`config.mk`:
```
export PLATFORM = sky130hd
export DESIGN_NAME = instr_mem_loader_flat
export DESIGN_NICKNAME = d
export VERILOG_FILES = /design/src/rtl/instr_load_pkg.sv /design/src/rtl/instr_mem_loader_if.sv /design/src/rtl/instr_mem_loader_word_assembler.sv /design/src/rtl/instr_mem_loader.sv /design/src/flat_wrapper.sv
export SDC_FILE = /design/constraint.sdc
export NUM_CORES = 1
export LEC_CHECK = 0
export CAP_MARGIN = 25
export CORE_ASPECT_RATIO = 0.5
export CORE_MARGIN = 2
export CORE_UTILIZATION = 45
export CTS_CLUSTER_DIAMETER = 50
export DETAILED_ROUTE_END_ITERATION = 8
export PLACE_DENSITY = 0.82
export SYNTH_ARGS = -nofsm -noshare
export SYNTH_HDL_FRONTEND = slang
export SYNTH_SLANG_ARGS = --single-unit
```
`constraint.sdc`:
```
create_clock -name clk_i -period 1.8 [get_ports clk_i]
set_input_delay 0.36 -clock clk_i [delete_from_list [all_inputs] [get_ports clk_i]]
set_output_delay 0.36 -clock clk_i [all_outputs]
set_load 0.01 [all_outputs]
```
`src/rtl/instr_load_pkg.sv`:
```
// Shared types and constants for the instruction memory loader.
package instr_load_pkg;

    typedef enum logic [2:0] {
        IDLE,
        LOAD,
        FLUSH,
        DONE,
        ERR
    } state_t;

    localparam int BYTES_PER_WORD  = 4;
    // The memory indexes words as addr/4.
    localparam int WORD_ADDR_SHIFT = 2;

    // Byte address of a given word index.
    function automatic logic [31:0] word_byte_addr(input logic [31:0] idx);
        return idx << WORD_ADDR_SHIFT;
    endfunction

endpackage

```
`src/rtl/instr_mem_loader_if.sv`:
```
// Byte-stream input and instruction-memory write bus of the loader.
interface instr_mem_loader_if;
    logic [7:0]  byte_i;
    logic        byte_valid_i;
    logic        byte_ready_o;
    logic        wr_en_o;
    logic [31:0] wr_addr_o;
    logic [31:0] wr_data_o;

    // Host / memory side.
    modport master (
        output byte_i, byte_valid_i,
        input  byte_ready_o, wr_en_o, wr_addr_o, wr_data_o
    );

    // Loader side.
    modport slave (
        input  byte_i, byte_valid_i,
        output byte_ready_o, wr_en_o, wr_addr_o, wr_data_o
    );
endinterface

```
`src/rtl/instr_mem_loader_word_assembler.sv`:
```
// Packs accepted bytes big-endian into 32-bit words.
module word_assembler
    import instr_load_pkg::*;
(
    input  logic        clk_i,
    input  logic        rst_i,
    input  logic        clr_i,
    input  logic [7:0]  byte_i,
    input  logic        fire_i,
    output logic        word_valid_o,
    output logic [31:0] word_o
);

    // Only the first three bytes are stored; the fourth is taken straight
    // from the input so the word is complete in the handshake cycle.
    logic [23:0] shreg;
    logic [1:0]  cnt;

    // Shift register and byte count, cleared at the start of every load.
    always_ff @(posedge clk_i or negedge rst_i) begin
        if (!rst_i) begin
            shreg <= '0;
            cnt   <= '0;
        end else if (clr_i) begin
            shreg <= '0;
            cnt   <= '0;
        end else if (fire_i) begin
            shreg <= {shreg[15:0], byte_i};
            cnt   <= cnt + 2'd1;
        end
    end

    // Word completes on the handshake of its last byte.
    always_comb begin
        word_valid_o = fire_i && (cnt == 2'(BYTES_PER_WORD - 1));
        word_o       = {shreg, byte_i};
    end

endmodule

```
`src/rtl/instr_mem_loader.sv`:
```
// Loads a program image from a byte stream into instruction memory and
// holds the CPU in reset until the image is complete.
module instr_mem_loader
    import instr_load_pkg::*;
#(
    parameter int MEM_DEPTH = 32,
    parameter int LEN_W     = 6
) (
    input  logic             clk_i,
    input  logic             rst_i,
    input  logic             start_i,
    input  logic [LEN_W-1:0] len_i,
    instr_mem_loader_if.slave bus,
    output logic             busy_o,
    output logic             done_o,
    output logic             err_o,
    output logic             cpu_hold_o
);

    state_t           state, state_nxt;
    logic [LEN_W-1:0] len_q;
    logic [LEN_W-1:0] word_idx;
    logic             fire;
    logic             load_go;
    logic             word_valid;
    logic [31:0]      word;
    logic             wr_en_q;
    logic [31:0]      wr_addr_q;
    logic [31:0]      wr_data_q;

    word_assembler u_asm (
        .clk_i        (clk_i),
        .rst_i        (rst_i),
        .clr_i        (load_go),
        .byte_i       (bus.byte_i),
        .fire_i       (fire),
        .word_valid_o (word_valid),
        .word_o       (word)
    );

    // State register.
    always_ff @(posedge clk_i or negedge rst_i) begin
        if (!rst_i) state <= IDLE;
        else        state <= state_nxt;
    end

    // Next state and state-decoded outputs; byte_ready drops the cycle after
    // the last word completes, so nothing past 4*len is accepted.
    always_comb begin
        state_nxt        = state;
        load_go          = 1'b0;
        bus.byte_ready_o = (state == LOAD);
        busy_o           = (state == LOAD) || (state == FLUSH);
        done_o           = (state == DONE);
        err_o            = (state == ERR);
        cpu_hold_o       = (state != DONE);
        fire             = bus.byte_valid_i && bus.byte_ready_o;
        case (state)
            IDLE, DONE, ERR: begin
                if (start_i) begin
                    if (len_i == '0)
                        state_nxt = DONE;
                    else if (int'(len_i) > MEM_DEPTH)
                        state_nxt = ERR;
                    else begin
                        state_nxt = LOAD;
                        load_go   = 1'b1;
                    end
                end
            end
            LOAD: begin
                if (word_valid && (word_idx == len_q - LEN_W'(1)))
                    state_nxt = FLUSH;
            end
            FLUSH:   state_nxt = DONE;
            default: state_nxt = IDLE;
        endcase
    end

    // Load length and word index; the index advances as each word is issued.
    always_ff @(posedge clk_i or negedge rst_i) begin
        if (!rst_i) begin
            len_q    <= '0;
            word_idx <= '0;
        end else if (load_go) begin
            len_q    <= len_i;
            word_idx <= '0;
        end else if (word_valid) begin
            word_idx <= word_idx + LEN_W'(1);
        end
    end

    // Write registers: one-cycle strobe, address/data held between writes.
    // Data is copied out so the next word can assemble during the write.
    always_ff @(posedge clk_i or negedge rst_i) begin
        if (!rst_i) begin
            wr_en_q   <= 1'b0;
            wr_addr_q <= '0;
            wr_data_q <= '0;
        end else begin
            wr_en_q <= word_valid;
            if (word_valid) begin
                wr_addr_q <= word_byte_addr(32'(word_idx));
                wr_data_q <= word;
            end
        end
    end

    // Drive the write bus from the registers.
    always_comb begin
        bus.wr_en_o   = wr_en_q;
        bus.wr_addr_o = wr_addr_q;
        bus.wr_data_o = wr_data_q;
    end

endmodule

```
`src/flat_wrapper.sv`:
```
// flat-port wrapper written by rule: the top's interface ports become plain ports
module instr_mem_loader_flat import instr_load_pkg::*;
#(
    parameter int MEM_DEPTH = 32,
    parameter int LEN_W     = 6
)
  (clk_i, rst_i, start_i, len_i, busy_o, done_o, err_o, cpu_hold_o, bus_byte_i, bus_byte_valid_i, bus_byte_ready_o, bus_wr_en_o, bus_wr_addr_o, bus_wr_data_o);
  instr_mem_loader_if bus_i ();
  input  logic clk_i;
  input  logic rst_i;
  input  logic start_i;
  input  logic [LEN_W-1:0] len_i;
  output logic busy_o;
  output logic done_o;
  output logic err_o;
  output logic cpu_hold_o;
  input wire logic [$bits(bus_i.byte_i)-1:0] bus_byte_i;
  input wire logic [$bits(bus_i.byte_valid_i)-1:0] bus_byte_valid_i;
  output wire logic [$bits(bus_i.byte_ready_o)-1:0] bus_byte_ready_o;
  output wire logic [$bits(bus_i.wr_en_o)-1:0] bus_wr_en_o;
  output wire logic [$bits(bus_i.wr_addr_o)-1:0] bus_wr_addr_o;
  output wire logic [$bits(bus_i.wr_data_o)-1:0] bus_wr_data_o;
  assign bus_i.byte_i = bus_byte_i;
  assign bus_i.byte_valid_i = bus_byte_valid_i;
  assign bus_byte_ready_o = bus_i.byte_ready_o;
  assign bus_wr_en_o = bus_i.wr_en_o;
  assign bus_wr_addr_o = bus_i.wr_addr_o;
  assign bus_wr_data_o = bus_i.wr_data_o;
  instr_mem_loader #(.MEM_DEPTH(MEM_DEPTH), .LEN_W(LEN_W)) u_core (.clk_i(clk_i), .rst_i(rst_i), .start_i(start_i), .len_i(len_i), .bus(bus_i), .busy_o(busy_o), .done_o(done_o), .err_o(err_o), .cpu_hold_o(cpu_hold_o));
endmodule
```
* Yosys cells after proc, flatten, opt, wreduce, memory -nomap -nowiden
Cells that the tools add are included. W data, S select, Z words.
Cells by class: $add $sub $neg 3, $lt $le $gt $ge 1, equality and inequality tests 9, multiplexer cells 15, reduce and logical (&&, ||, !) cells 10
Operators by type and width (count):
- $mux W24 | 2
- $mux W3 | 4
- $mux W6 | 2
- $pmux W3 S3 | 1
- $add A6 B1 Y6 const B | 1
- $eq A3 B2 Y1 const B | 2
- $eq A6 B6 Y1 | 1
- $gt A6 B6 Y1 const B | 1
- $logic_not A6 Y1 | 1
- $sub A6 B1 Y6 const B | 1
- $mux W1 | 4
- $mux W2 | 2
- $reduce_bool A2 Y1 | 2
- $eq A3 B1 Y1 const B | 1
- $eq A3 B3 Y1 const B | 1
- $logic_and A1 B1 Y1 | 3
- $logic_not A3 Y1 | 1
- $ne A3 B2 Y1 const B | 1
- $reduce_or A3 Y1 | 1
- $add A2 B1 Y2 const B | 1
- $eq A2 B2 Y1 const B | 1
- $ne A2 B1 Y1 const B | 1
- $ne A2 B2 Y1 const B | 1
- $reduce_and A2 Y1 | 1
- $logic_or A1 B1 Y1 | 1
Storage, ports and cells: register bits 80, input port bits 18, output and inout bits 70

* Logic depth before layout (Yosys ltp)
depth after elaboration 6, gate-level depth with buffers 8, gate-level depth less buffers 7

* By module
From an unflattened synthesis, not the netlist that was laid out.
Unflattened totals: cell total of the unflattened synthesis 292, area, all modules 3699.8 um^2
By module, submodules not included:
- instr_mem_loader | times used 1, cells each 198, area each 2546.2 um^2
- word_assembler | times used 1, cells each 94, area each 1153.6 um^2

* Least setup slack after synthesis
No wires, ideal clock.
path kind input to register, from in len_i[1], to reg u_core.len_q[1], setup time 0.125 ns, arrival time 1.773 ns, data required time 1.675 ns, slack -0.098 ns, stages on the path 5, path buffers 1, path through or4_1 o21a_1 nor3_2 buf_6 mux2_4
Between the ends: longest elaborated chain between the ends 5
Ends and longest elaborated chain:
- from (decl) | line flat_wrapper.sv:12 | input logic [LEN_W-1:0] len_i;
- $gt A6 B6 Y1 | line instr_mem_loader.sv:63 | else if (int'(len_i) > MEM_DEPTH)
- $mux W1 | line instr_mem_loader.sv:63
- $mux W1 | line instr_mem_loader.sv:61 | if (len_i == '0)
- $mux W1 | line instr_mem_loader.sv:60 | if (start_i) begin
- $mux W1 | line instr_mem_loader.sv:58 | case (state)
- to (signal assigned) | line instr_mem_loader.sv:86 | len_q <= len_i;
- to (decl) | line instr_mem_loader.sv:21 | logic [LEN_W-1:0] len_q;
Several ways; a longest one is shown, not always the timed one. A chain may end at the register's enable or synchronous reset.

* Worst setup path after layout
from in len_i[0], to reg u_core.len_q[5]
Between the ends: longest elaborated chain between the ends 5
Ends and longest elaborated chain (line):
- $gt A6 B6 Y1 | instr_mem_loader.sv:63
- $mux W1 | instr_mem_loader.sv:63
- $mux W1 (*) | instr_mem_loader.sv:61
- $mux W1 (*) | instr_mem_loader.sv:60
- $mux W1 (*) | instr_mem_loader.sv:58
Mark *: on every way between the ends. The rest lies on a longest branch, timed or not.

==> reports/qor.csv <==
metric,value,unit
post-synthesis cell count,317,
Hold EP,u_core.len_q[2]$_DFFE_PN0P_,
reg2reg end,u_core.len_q[5]$_DFFE_PN0P_,
crit path buf inv count,2,
mux share of post-synthesis cell area,0.147,
Syn Area/Cell,11.4,µm²
1st-pass router iterations,4,
highest net fanout along the worst path,3,
main combinational cell family by area after synthesis,multiplexers,
GR Overflow Total,0,
Critical Path Stages,6,
DRT iter0 DRCs,170,
sw power,0.00258,W
Seq pwr share,0.387,
register bit count reported by yosys,80,
internal power,0.00543,W
pwr/cell area,1690,nW/µm²
clock root cell,clkbuf_16,
Ys Warns,0,
Netlist cell types,38,
clock share of power,0.230,
peak supply drop,0.771,mV
Critical Path Slowest Stage Cell,or4_4,
Synth async-reset ratio,1.00,
Die W,131,µm
final-stage net count,416,
IO Count,88,
xor/xnor share of the synthesized area,0.0314,
"Cell Area, Synth",3630,µm²
Clock Latency Late Sink,0.34,ns
post-DR vias/cell,4.89,
die height,67.5,µm
design area,4720,µm²
"Largest stage delay, worst path",0.53,ns
simple logic cell fraction of the synthesized area,0.109,
hold path depth,2,
ANT cells,0,
initial antenna violation count,0,
GRT Total Usage,0.180,
sequential area share after synthesis,0.552,
logic gate share of total power,0.384,
FF-to-FF setup slack,0.08,ns
ys flop type,dfrtp_1,
fin. max-slew vios,0,
Compound-Gate Fraction of Synth Area,0.0641,
overall via count from detail_route,2499,
post-synth top area share,0.552,
Rows,23,
clock buffer count from CTS,9,
r2r worst-path depth,6,
crit path kind,primary input to flip-flop,
Wirelength per Cell,14.3,µm
largest net degree at the start of global routing,36,
Final Skew,0.00584,ns
Post-Synth Adder-Cell Area,0.0103,
CTS tree,yes,
final hold vios,0,
endpoint type of the worst setup path,flip-flop,
Max Cap Violations,0,
Area after DPL,4390,µm²
class of the worst hold path,primary input to flip-flop,
Worst setup SP type,primary input,
area delta synth->final,30.1,%
Clock H-tree levels,3,
status,"complete, no violations",
RSZ-0062 raised after global routing,true,
initial core utilization,0.458,
first-pass GRT wire length,11800,µm
vias in the first global route,2453,
"Req. time, crit path",2.02,ns
clock sink total,80,
Final setup viols,0,
f_max,579,MHz
setup_tns,0,ns
leakage,2.17,nW
Synth area leader,dfrtp_1,
Post-synth EDFFs,0,
fin util,0.597,
share of cells above drive strength 1,0.228,
"CTS clk-pin slew, worst paths",0.05,ns
critical path's top delay family,simple AND/OR/NAND/NOR gates,
core area,7910,µm²
"Cell Chain, Critical Path","clkdlybuf4s15_1, or4_4, o21a_1, nor3_4, buf_6, mux2_4",
dpl hpwl,4970,µm
Port Buffers,61,
Synth area leaders,"dfrtp_1, mux2_2, nand2_1",
Hold Crit Start,len_i[2],
Routed Antenna Nets,0,
full die area,8840,µm²
GPL Wtd Cong,0.810,
Routed WL,7290,µm
Switching Share,0.322,
DRC Markers,0,
launching point of the worst reg2reg path,u_core.state[2]$_DFFE_PN0P_,
Max clock buf depth,2,
min Tclk post-route,1.73,ns
Worst EP arrival,1.95,ns
fin crit share,0.960,
Tot Pwr,0.00800,W
hold slack,0.278,ns
## worst register-to-register path: stages, from the launching register on
cell and delay [ns]:
dfrtp_2 0.44, nand3b_1 0.24, o21ai_1 0.12, nand2_1 0.10, nor3_4 0.26, buf_6 0.16
mux2_4 0.29
## metrics by stage
step / std cells / setup WS, ns
2_1_floorplan: 342 / -0.0550
3_3_place_gp: 493 / -0.491
3_5_place_dp: 493 / -0.532
4_1_cts: 510 / 0.0147
5_1_grt: 511 / -0.00949
6_report: 511 / 0.0726
## registers in the layout, summed over array words and instances (netlist names)
register / cells
u_core.bus.wr_addr_o: 6
u_core.bus.wr_data_o: 32
u_core.bus.wr_en_o: 1
u_core.len_q: 6
u_core.state: 3
u_core.u_asm.cnt: 2
u_core.u_asm.shreg: 24
u_core.word_idx: 6
## cells in the final DEF (no fill, tap or decap), types with 2 or more instances in the layout
| cell | count |
|---|---|
| a21oi_1 | 26 |
| a31oi_1 | 2 |
| and3_1 | 3 |
| buf_12 | 4 |
| buf_4 | 17 |
| buf_6 | 2 |
| clkbuf_16 | 9 |
| clkbuf_8 | 2 |
| clkdlybuf4s15_1 | 2 |
| clkdlybuf4s50_1 | 51 |
| conb_1 | 26 |
| dfrtp_1 | 78 |
| dfrtp_2 | 2 |
| dlygate4sd2_1 | 6 |
| ha_1 | 3 |
| inv_1 | 5 |
| mux2_2 | 39 |
| mux2_4 | 5 |
| mux2i_1 | 2 |
| nand2_1 | 56 |
| nand2b_1 | 2 |
| nor2_1 | 11 |
| nor3_1 | 2 |
| nor3b_1 | 2 |
| o21ai_0 | 3 |
| xnor2_1 | 9 |
| xor2_1 | 4 |
## kinds of logic (layout without fill, tap and decap cells)
group / Yosys count / in the layout
adders and majority gates: 3 / 3
buffers and inverters: 47 / 104
AOI/OAI and AO/OA: 41 / 41
other: 1 / 26
and+or+nand+nor: 86 / 86
muxes: 46 / 46
xor gates and xnor gates: 13 / 13
DFF: 80 / 80
## area by class of cell
cell class / instances / area (µm²)
Sequential cell: 80 / 2000
Timing Repair Buffer: 84 / 828
Clock buffer: 11 / 253
Fill cell: 643 / 3190
Clock inverter: 4 / 52.6
Tap cell: 112 / 140
Multi-Input combinational cell: 215 / 1430
Inverter: 5 / 18.8
## power groups by stage
stage	logic (W)	clock network (W)	registers [W]
6_report	0.00307	0.00184	0.00309
5_1_grt	0.00335	0.00197	0.00318
4_1_cts	0.00309	0.00188	0.00309
3_5_place_dp	0.00308	0	0.00311
3_3_place_gp	0.00298	0	0.00308
2_1_floorplan	0.00170	0	0.00311
## timing repair
item,in CTS,in global routing
hold buffers,1,0
buffers inserted,1,1
resized for setup,18,2
hold endpoints to repair,32,0
gates cloned,0,0
pin swaps,3,2
endpoints found under the setup margin,43,7
## synthesized netlist by cell type, types with 2 or more instances
cell	number
nand2b_1	2
xnor2_1	9
dfrtp_1	80
nor3b_1	2
mux2_4	5
a21oi_1	27
inv_1	5
buf_4	27
clkbuf_1	4
buf_2	8
a31oi_1	2
xor2_1	4
nand2_1	56
mux2i_1	2
o21ai_0	4
nor3_1	2
mux2_2	39
ha_1	3
nor2_1	11
and3_1	4
nor3_2	2
buf_6	3
## metal layers
metal / global-route usage / part of all wire / wire length, µm
met5: 0 / 0 / 0
met4: 0.0426 / 0.0075 / 55
met3: 0.0705 / 0.048 / 353
met2: 0.328 / 0.53 / 3830
met1: 0.201 / 0.42 / 3050
## worst max path at each step
stage                                            from                           to  slack (ns)
final                                        len_i[0]  u_core.len_q[5]$_DFFE_PN0P_        0.07
after global routing      u_core.state[2]$_DFFE_PN0P_  u_core.len_q[1]$_DFFE_PN0P_      -0.009
after CTS                                    len_i[0]  u_core.len_q[4]$_DFFE_PN0P_        0.01
after detailed placement                     len_i[1]  u_core.len_q[5]$_DFFE_PN0P_       -0.53
after global placement                       len_i[1]  u_core.len_q[4]$_DFFE_PN0P_       -0.49
after floorplan                              len_i[1]  u_core.len_q[1]$_DFFE_PN0P_       -0.05
No activity file was read; power rests on OpenSTA's default activity.
